File: src/rtl/mult_op_scheduler_pkg.sv
// Shared types for the multiply-operation scheduler: FSM state encoding and
// the width helper for the FIFO occupancy counter.
package mult_sched_pkg;

  typedef enum logic [2:0] {
    IDLE,
    ISSUE,
    ACK,
    RUN,
    HOLD
  } sched_state_t;

  // The counter must represent DEPTH itself, hence one bit beyond the pointer width.
  function automatic int count_width(input int depth);
    return $clog2(depth) + 1;
  endfunction

endpackage

File: src/rtl/mult_op_scheduler_if.sv
// Bundle of client-side, multiplier-side and result-side signals of the scheduler.
// The master modport is the scheduler's view; slave is the surrounding logic's view.
interface mult_op_scheduler_if #(
  parameter int WIDTH = 8,
  parameter int DEPTH = 4,
  parameter int TAG_W = 4
);
  import mult_sched_pkg::*;

  localparam int CNT_W = count_width(DEPTH);

  logic                 in_valid;
  logic                 in_ready;
  logic [WIDTH-1:0]     in_a;
  logic [WIDTH-1:0]     in_b;
  logic [TAG_W-1:0]     in_tag;
  logic                 mul_start;
  logic [WIDTH-1:0]     mul_a;
  logic [WIDTH-1:0]     mul_b;
  logic                 mul_busy;
  logic                 mul_done;
  logic [2*WIDTH-1:0]   mul_product;
  logic                 res_valid;
  logic                 res_ready;
  logic [2*WIDTH-1:0]   res_product;
  logic [TAG_W-1:0]     res_tag;
  logic [CNT_W-1:0]     fifo_count;

  modport master (
    input  in_valid, in_a, in_b, in_tag, mul_busy, mul_done, mul_product, res_ready,
    output in_ready, mul_start, mul_a, mul_b, res_valid, res_product, res_tag, fifo_count
  );

  modport slave (
    output in_valid, in_a, in_b, in_tag, mul_busy, mul_done, mul_product, res_ready,
    input  in_ready, mul_start, mul_a, mul_b, res_valid, res_product, res_tag, fifo_count
  );

endinterface

File: src/rtl/mult_op_scheduler_fifo.sv
// Small synchronous FIFO holding tagged operand pairs; pointers wrap modulo DEPTH
// and a full FIFO refuses a push even when a pop happens in the same cycle.
module mult_op_fifo
  import mult_sched_pkg::*;
#(
  parameter int DATA_W = 20,
  parameter int DEPTH  = 4
) (
  input  logic                          clk,
  input  logic                          rst_n,
  input  logic                          push,
  input  logic                          pop,
  input  logic [DATA_W-1:0]             push_data,
  output logic [DATA_W-1:0]             head,
  output logic [count_width(DEPTH)-1:0] count,
  output logic                          full,
  output logic                          empty
);

  localparam int PTR_W = $clog2(DEPTH);
  localparam int CNT_W = count_width(DEPTH);

  logic [DATA_W-1:0] mem [DEPTH];
  logic [PTR_W-1:0]  wr_ptr;
  logic [PTR_W-1:0]  rd_ptr;
  logic              do_push;
  logic              do_pop;

  assign full    = (count == CNT_W'(DEPTH));
  assign empty   = (count == '0);
  assign do_push = push && !full;
  assign do_pop  = pop && !empty;
  assign head    = mem[rd_ptr];

  always_ff @(posedge clk or negedge rst_n) begin
    if (!rst_n) begin
      wr_ptr <= '0;
      rd_ptr <= '0;
      count  <= '0;
    end else begin
      if (do_push) wr_ptr <= wr_ptr + PTR_W'(1);
      if (do_pop)  rd_ptr <= rd_ptr + PTR_W'(1);
      case ({do_push, do_pop})
        2'b10:   count <= count + CNT_W'(1);
        2'b01:   count <= count - CNT_W'(1);
        default: count <= count;
      endcase
    end
  end

  // Storage carries no reset; only the pointers and count define validity.
  always_ff @(posedge clk) begin
    if (do_push) mem[wr_ptr] <= push_data;
  end

endmodule

File: src/rtl/mult_op_scheduler.sv
// Issue stage for the sequential multiplier: buffers tagged operand pairs, runs
// them one at a time through the multiplier and returns tagged products in order.
module mult_op_scheduler
  import mult_sched_pkg::*;
#(
  parameter int WIDTH = 8,
  parameter int DEPTH = 4,
  parameter int TAG_W = 4
) (
  input logic                 clk,
  input logic                 rst_n,
  mult_op_scheduler_if.master bus
);

  localparam int DATA_W = 2*WIDTH + TAG_W;
  localparam int CNT_W  = count_width(DEPTH);

  sched_state_t         state_q;
  sched_state_t         state_d;
  logic                 pop;
  logic                 capture;
  logic                 release_res;
  logic [DATA_W-1:0]    head;
  logic [CNT_W-1:0]     count;
  logic                 full;
  logic                 empty;
  logic [WIDTH-1:0]     mul_a_q;
  logic [WIDTH-1:0]     mul_b_q;
  logic [TAG_W-1:0]     tag_r;
  logic                 res_valid_q;
  logic [2*WIDTH-1:0]   res_product_q;
  logic [TAG_W-1:0]     res_tag_q;

  mult_op_fifo #(
    .DATA_W (DATA_W),
    .DEPTH  (DEPTH)
  ) u_fifo (
    .clk       (clk),
    .rst_n     (rst_n),
    .push      (bus.in_valid),
    .pop       (pop),
    .push_data ({bus.in_a, bus.in_b, bus.in_tag}),
    .head      (head),
    .count     (count),
    .full      (full),
    .empty     (empty)
  );

  assign bus.in_ready    = !full;
  assign bus.fifo_count  = count;
  assign bus.mul_start   = (state_q == ISSUE);
  assign bus.mul_a       = mul_a_q;
  assign bus.mul_b       = mul_b_q;
  assign bus.res_valid   = res_valid_q;
  assign bus.res_product = res_product_q;
  assign bus.res_tag     = res_tag_q;

  always_ff @(posedge clk or negedge rst_n) begin
    if (!rst_n) state_q <= IDLE;
    else        state_q <= state_d;
  end

  // ACK only waits for busy: done may still be high from the previous product.
  always_comb begin
    state_d     = state_q;
    pop         = 1'b0;
    capture     = 1'b0;
    release_res = 1'b0;
    case (state_q)
      IDLE: begin
        if (!empty && !bus.mul_busy && !res_valid_q) begin
          pop     = 1'b1;
          state_d = ISSUE;
        end
      end
      ISSUE: state_d = ACK;
      ACK: begin
        if (bus.mul_busy) state_d = RUN;
      end
      RUN: begin
        if (bus.mul_done && !bus.mul_busy) begin
          capture = 1'b1;
          state_d = HOLD;
        end
      end
      HOLD: begin
        if (res_valid_q && bus.res_ready) begin
          release_res = 1'b1;
          state_d     = IDLE;
        end
      end
      default: state_d = IDLE;
    endcase
  end

  always_ff @(posedge clk or negedge rst_n) begin
    if (!rst_n) begin
      mul_a_q       <= '0;
      mul_b_q       <= '0;
      tag_r         <= '0;
      res_valid_q   <= 1'b0;
      res_product_q <= '0;
      res_tag_q     <= '0;
    end else begin
      if (pop) {mul_a_q, mul_b_q, tag_r} <= head;
      if (capture) begin
        res_product_q <= bus.mul_product;
        res_tag_q     <= tag_r;
        res_valid_q   <= 1'b1;
      end else if (release_res) begin
        res_valid_q   <= 1'b0;
      end
    end
  end

endmodule

File: src/flat_wrapper.sv
// flat-port wrapper written by rule: the top's interface ports become plain ports
module mult_op_scheduler_flat import mult_sched_pkg::*;
#(
  parameter int WIDTH = 8,
  parameter int DEPTH = 4,
  parameter int TAG_W = 4
)
  (clk, rst_n, bus_in_valid, bus_in_a, bus_in_b, bus_in_tag, bus_mul_busy, bus_mul_done, bus_mul_product, bus_res_ready, bus_in_ready, bus_mul_start, bus_mul_a, bus_mul_b, bus_res_valid, bus_res_product, bus_res_tag, bus_fifo_count);
  mult_op_scheduler_if #(.WIDTH(WIDTH), .DEPTH(DEPTH), .TAG_W(TAG_W)) bus_i ();
  input logic clk;
  input logic rst_n;
  input wire logic [$bits(bus_i.in_valid)-1:0] bus_in_valid;
  input wire logic [$bits(bus_i.in_a)-1:0] bus_in_a;
  input wire logic [$bits(bus_i.in_b)-1:0] bus_in_b;
  input wire logic [$bits(bus_i.in_tag)-1:0] bus_in_tag;
  input wire logic [$bits(bus_i.mul_busy)-1:0] bus_mul_busy;
  input wire logic [$bits(bus_i.mul_done)-1:0] bus_mul_done;
  input wire logic [$bits(bus_i.mul_product)-1:0] bus_mul_product;
  input wire logic [$bits(bus_i.res_ready)-1:0] bus_res_ready;
  output wire logic [$bits(bus_i.in_ready)-1:0] bus_in_ready;
  output wire logic [$bits(bus_i.mul_start)-1:0] bus_mul_start;
  output wire logic [$bits(bus_i.mul_a)-1:0] bus_mul_a;
  output wire logic [$bits(bus_i.mul_b)-1:0] bus_mul_b;
  output wire logic [$bits(bus_i.res_valid)-1:0] bus_res_valid;
  output wire logic [$bits(bus_i.res_product)-1:0] bus_res_product;
  output wire logic [$bits(bus_i.res_tag)-1:0] bus_res_tag;
  output wire logic [$bits(bus_i.fifo_count)-1:0] bus_fifo_count;
  assign bus_i.in_valid = bus_in_valid;
  assign bus_i.in_a = bus_in_a;
  assign bus_i.in_b = bus_in_b;
  assign bus_i.in_tag = bus_in_tag;
  assign bus_i.mul_busy = bus_mul_busy;
  assign bus_i.mul_done = bus_mul_done;
  assign bus_i.mul_product = bus_mul_product;
  assign bus_i.res_ready = bus_res_ready;
  assign bus_in_ready = bus_i.in_ready;
  assign bus_mul_start = bus_i.mul_start;
  assign bus_mul_a = bus_i.mul_a;
  assign bus_mul_b = bus_i.mul_b;
  assign bus_res_valid = bus_i.res_valid;
  assign bus_res_product = bus_i.res_product;
  assign bus_res_tag = bus_i.res_tag;
  assign bus_fifo_count = bus_i.fifo_count;
  mult_op_scheduler #(.WIDTH(WIDTH), .DEPTH(DEPTH), .TAG_W(TAG_W)) u_core (.clk(clk), .rst_n(rst_n), .bus(bus_i));
endmodule
File: config.mk
export PLATFORM = sky130hd
export DESIGN_NAME = mult_op_scheduler_flat
export DESIGN_NICKNAME = d
export VERILOG_FILES = /design/src/rtl/mult_op_scheduler_pkg.sv /design/src/rtl/mult_op_scheduler_if.sv /design/src/rtl/mult_op_scheduler_fifo.sv /design/src/rtl/mult_op_scheduler.sv /design/src/flat_wrapper.sv
export SDC_FILE = /design/constraint.sdc
export NUM_CORES = 1
export LEC_CHECK = 0
export CAP_MARGIN = 0
export CELL_PAD_IN_SITES_DETAIL_PLACEMENT = 2
export CELL_PAD_IN_SITES_GLOBAL_PLACEMENT = 2
export CORE_UTILIZATION = 43
export CTS_CLUSTER_SIZE = 40
export DETAILED_ROUTE_END_ITERATION = 10
export HOLD_SLACK_MARGIN = 0.08
export PLACE_DENSITY = 0.9
export SKIP_LAST_GASP = 1
export SLEW_MARGIN = 20
export SYNTH_ARGS = -nofsm -noshare
export SYNTH_HDL_FRONTEND = slang
export SYNTH_HIERARCHICAL = 1
export SYNTH_SLANG_ARGS = --single-unit
File: constraint.sdc
create_clock -name clk -period 3.6 [get_ports clk]
set_input_delay 0.72 -clock clk [delete_from_list [all_inputs] [get_ports clk]]
set_output_delay 0.72 -clock clk [all_outputs]
set_load 0.05 [all_outputs]
==> results by group <==
Global route
  – Global Route met2 Usage: 0.387
  – M3 GR Usage: 0.0574
  – Gr busiest metal: met2
  – Largest net degree at the start of global routing: 37
  – Grt total ovfl: 0
  – Initial antenna violation count: 0
  – Vias in the first global route: 3131
  – Global Route Usage Sum: 0.213
  – First-pass GRT wire length: 18800 um
  – Met1 Track Usage GR: 0.234

Pwr
  – Peak VDD IR: 396 uV
  – P_leak: 0.00257 uW
  – P per Cell Area: 962 nW/um^2

Critical path
  – CP Class: primary input to flip-flop
  – Critical path's slowest cell: clkdlybuf4s50_1
  – Crit. End Element: flip-flop
  – Worst Path Arrival: 3.02 ns
  – Worst Path Buf+Inv: 3
  – Crit path max fanout: 4
  – Critical path's largest stage delay: 0.54 ns
  – Crit path cell chain: clkdlybuf4s50_1 -> nor3_2 -> nand3b_2 -> inv_1 -> o31a_2 -> ha_1 -> inv_1 -> fa_1 -> xor2_1 -> nor2_1 -> xor2_1
  – Worst EP required: 3.93 ns
  – Top delay family on crit path: buffers and inverters
  – CP Launch Type: primary input

Finish
  – Final core occ: 0.580
  – Post-Layout Cell Count: 502
  – Synthesis-to-layout area growth: 30.3%
  – Fillers: 963
  – Share of layout cells above drive strength 1: 0.292
  – Antenna diodes: 0
  – Final net count: 394

Clock tree
  – Hold Buf Count CTS: 0
  – Maximum buffer depth of the clock tree: 2
  – Cts bufs inserted: 17
  – CTS tree: yes
  – Htree depth: 4
  – Post-CTS setup buffer count: 0
  – Post-CTS sizing: 0
  – Clock Root Buffer: clkbuf_16
  – Clock slew at reported path FFs: 0.05 ns
  – CTS Sinks: 131
  – Skew-Pair Late Insertion Delay: 0.41 ns

Floorplanning
  – Die Area: 12400 sq um
  – Std-Cell Rows: 39
  – Chip width: 111 um
  – Core area: 11500 sq um
  – Top Ports: 84
  – Die Height: 111 um
  – Initial Utilization: 0.445

Detailed routing
  – Via count: 2640
  – First-pass DRT Iterations: 8
  – Post-Route WL: 11900 um
  – DR iter-0 viols: 140
  – Post-DR vias/cell: 5.26
  – Post-route ant nets: 0
  – Wire length per cell: 23.7 um
  – # DRC: 18

Yosys
  – #FFs+latches synth: 131
  – Synthesized Nets: 296
  – Yosys Warn Count: 6
  – Avg Cell Area, Syn: 20.7 sq um
  – Synth top area share: 0.468
  – Netlist cell types: 34
  – Synth top area cells: edfxtp_1 47%, dfrtp_1 25%, mux4_2 8.3%, mux2_4 5.9%, mux2_2 4.4%
  – Mapped cell area: 5130 sq um
  – Register area share after synthesis: 0.717
  – Synth area leader: edfxtp_1
  – Syn Inst Count: 248

Job
  – Max-cap check violation count: 0

Timing
  – Fin Setup TNS: 0 ns
  – Hold Violations, Final: 0
  – # setup viols final: 0
  – RSZ-0062 raised after global routing: no
  – Fin. max-slew vios: 0
  – Maximum clock rate: 372 MHz
  – Clk_skew: 0.00641 ns
  – Slew HR: 0.288
  – Final WS setup: 0.908 ns
  – Fin crit period: 2.69 ns
  – Measured slew at the worst slew-check pin: 1.07 ns
  – Hold_ws: 0.417 ns
  – Final period utilization: 0.748

Place
  – Dpl hpwl: 7470 um
  – Setup WS pre-CTS: 0.515 ns
  – Number of buffers added on ports: 83
  – Cells after DPL: 470
  – GPL Wtd Cong: 0.680

Run status
  – Failing checks: design-rule violations
  – Status: finished, violations left

Hold path
  – Hold/Removal Path Class: primary input to async pin
cell usage after synthesis:
library cell and count:
a211oi_1 1, a21o_1 1, a21oi_1 1, a31o_2 1, and2_2 4, buf_2 2, buf_6 6, dfrtp_1 51
edfxtp_1 80, fa_1 1, ha_1 5, inv_1 8, mux2_1 1, mux2_2 20, mux2_4 20, mux2i_1 1
mux4_1 1, mux4_2 19, nand2_1 4, nand2b_4 1, nand3_1 1, nand3b_2 1, nor2_1 3, nor2_2 1
nor2b_1 1, nor2b_4 1, nor3_1 1, nor3_2 1, nor3_4 1, nor3b_4 1, o21ai_0 1, o31a_2 1
xnor2_1 3, xor2_1 3
kinds of logic (layout without fill, tap and decap cells):
family                     after synthesis  in the layout  share of synthesized area
AOI/OAI and AO/OA                        6              6                    0.00854
xor gates and xnor gates                 6              6                     0.0102
muxes                                   62             62                      0.195
and+or+nand+nor                         21             21                     0.0317
DFF                                    131            131                      0.717
adders and majority gates                6              6                     0.0161
buffers and inverters                   16            127                     0.0210
final timing paths:
check,startpoint,endpoint,slack (ns),depth (start not counted)
worst max-delay path,bus_mul_busy,u_core/u_fifo/count[2],0.91,11
worst min-delay path,rst_n,u_core/bus.res_product[12],0.42,1
worst max register to register,u_core/u_fifo/count[0],u_core/u_fifo/count[2],1.22,11
worst min register to register,u_core/bus.res_product[10],u_core/bus.res_product[10],0.51,1
max in group asynchronous,rst_n,u_core/bus.mul_b[1],2.40,2
min in group clk,u_core/bus.res_product[10],u_core/bus.res_product[10],0.51,1
sequential cells by signal, indices dropped and copies added (netlist names):
name and count:
u_core/u_fifo/wr_ptr 2, u_core/bus.mul_a 8, u_core/bus.mul_b 8, u_core/u_fifo/rd_ptr 2
u_core/u_fifo/mem 80, u_core/state_q 3, u_core/bus.res_valid 1, u_core/u_fifo/count 3
u_core/bus.res_tag 4, u_core/tag_r 4, u_core/bus.res_product 16
placed cells by master, fill, tap and decap left out, types with 2 or more instances in the layout:
master,n
mux2_4,20
edfxtp_1,80
ha_1,5
xor2_1,3
xnor2_1,3
clkinv_2,4
mux4_2,19
clkbuf_1,2
nor2_1,3
bufinv_16,3
clkbuf_16,17
inv_1,8
mux2_2,20
clkinv_1,2
clkbuf_8,2
clkdlybuf4s50_1,82
buf_4,4
dfrtp_1,51
and2_2,4
nand2_1,4
routing by layer:
layer,part of all wire,vias up
li1,-,1145
met1,0.38,1370
met2,0.55,98
met3,0.048,27
met4,0.023,0
met5,0,-
through the flow:
step | power (uW) | area [sq um]
after floorplan | 3920 | 5130
after global placement | 4590 | 6090
after detailed placement | 4740 | 6090
after CTS | 6520 | 6680
after global routing | 6690 | 6680
final | 6430 | 6680
power by group:
part	total (uW)	switching (uW)	internal, uW
Combinational	2300	1350	955
Clock	1730	614	1120
Sequential	2400	321	2070
Total	6430	2280	4140
final cells by class:
| type | instances | area [sq um] | share of cell area |
|---|---|---|---|
| clock buffer | 21 | 460 | 0.0689 |
| clock inverter | 11 | 134 | 0.0200 |
| inverter | 8 | 30.0 | 0.00450 |
| tap | 143 | 179 | 0.0268 |
| timing repair buffer | 87 | 856 | 0.128 |
| sequential | 131 | 3680 | 0.551 |
| multi-input combinational | 101 | 1340 | 0.201 |
Note: power is estimated with default switching activity, not from simulation.
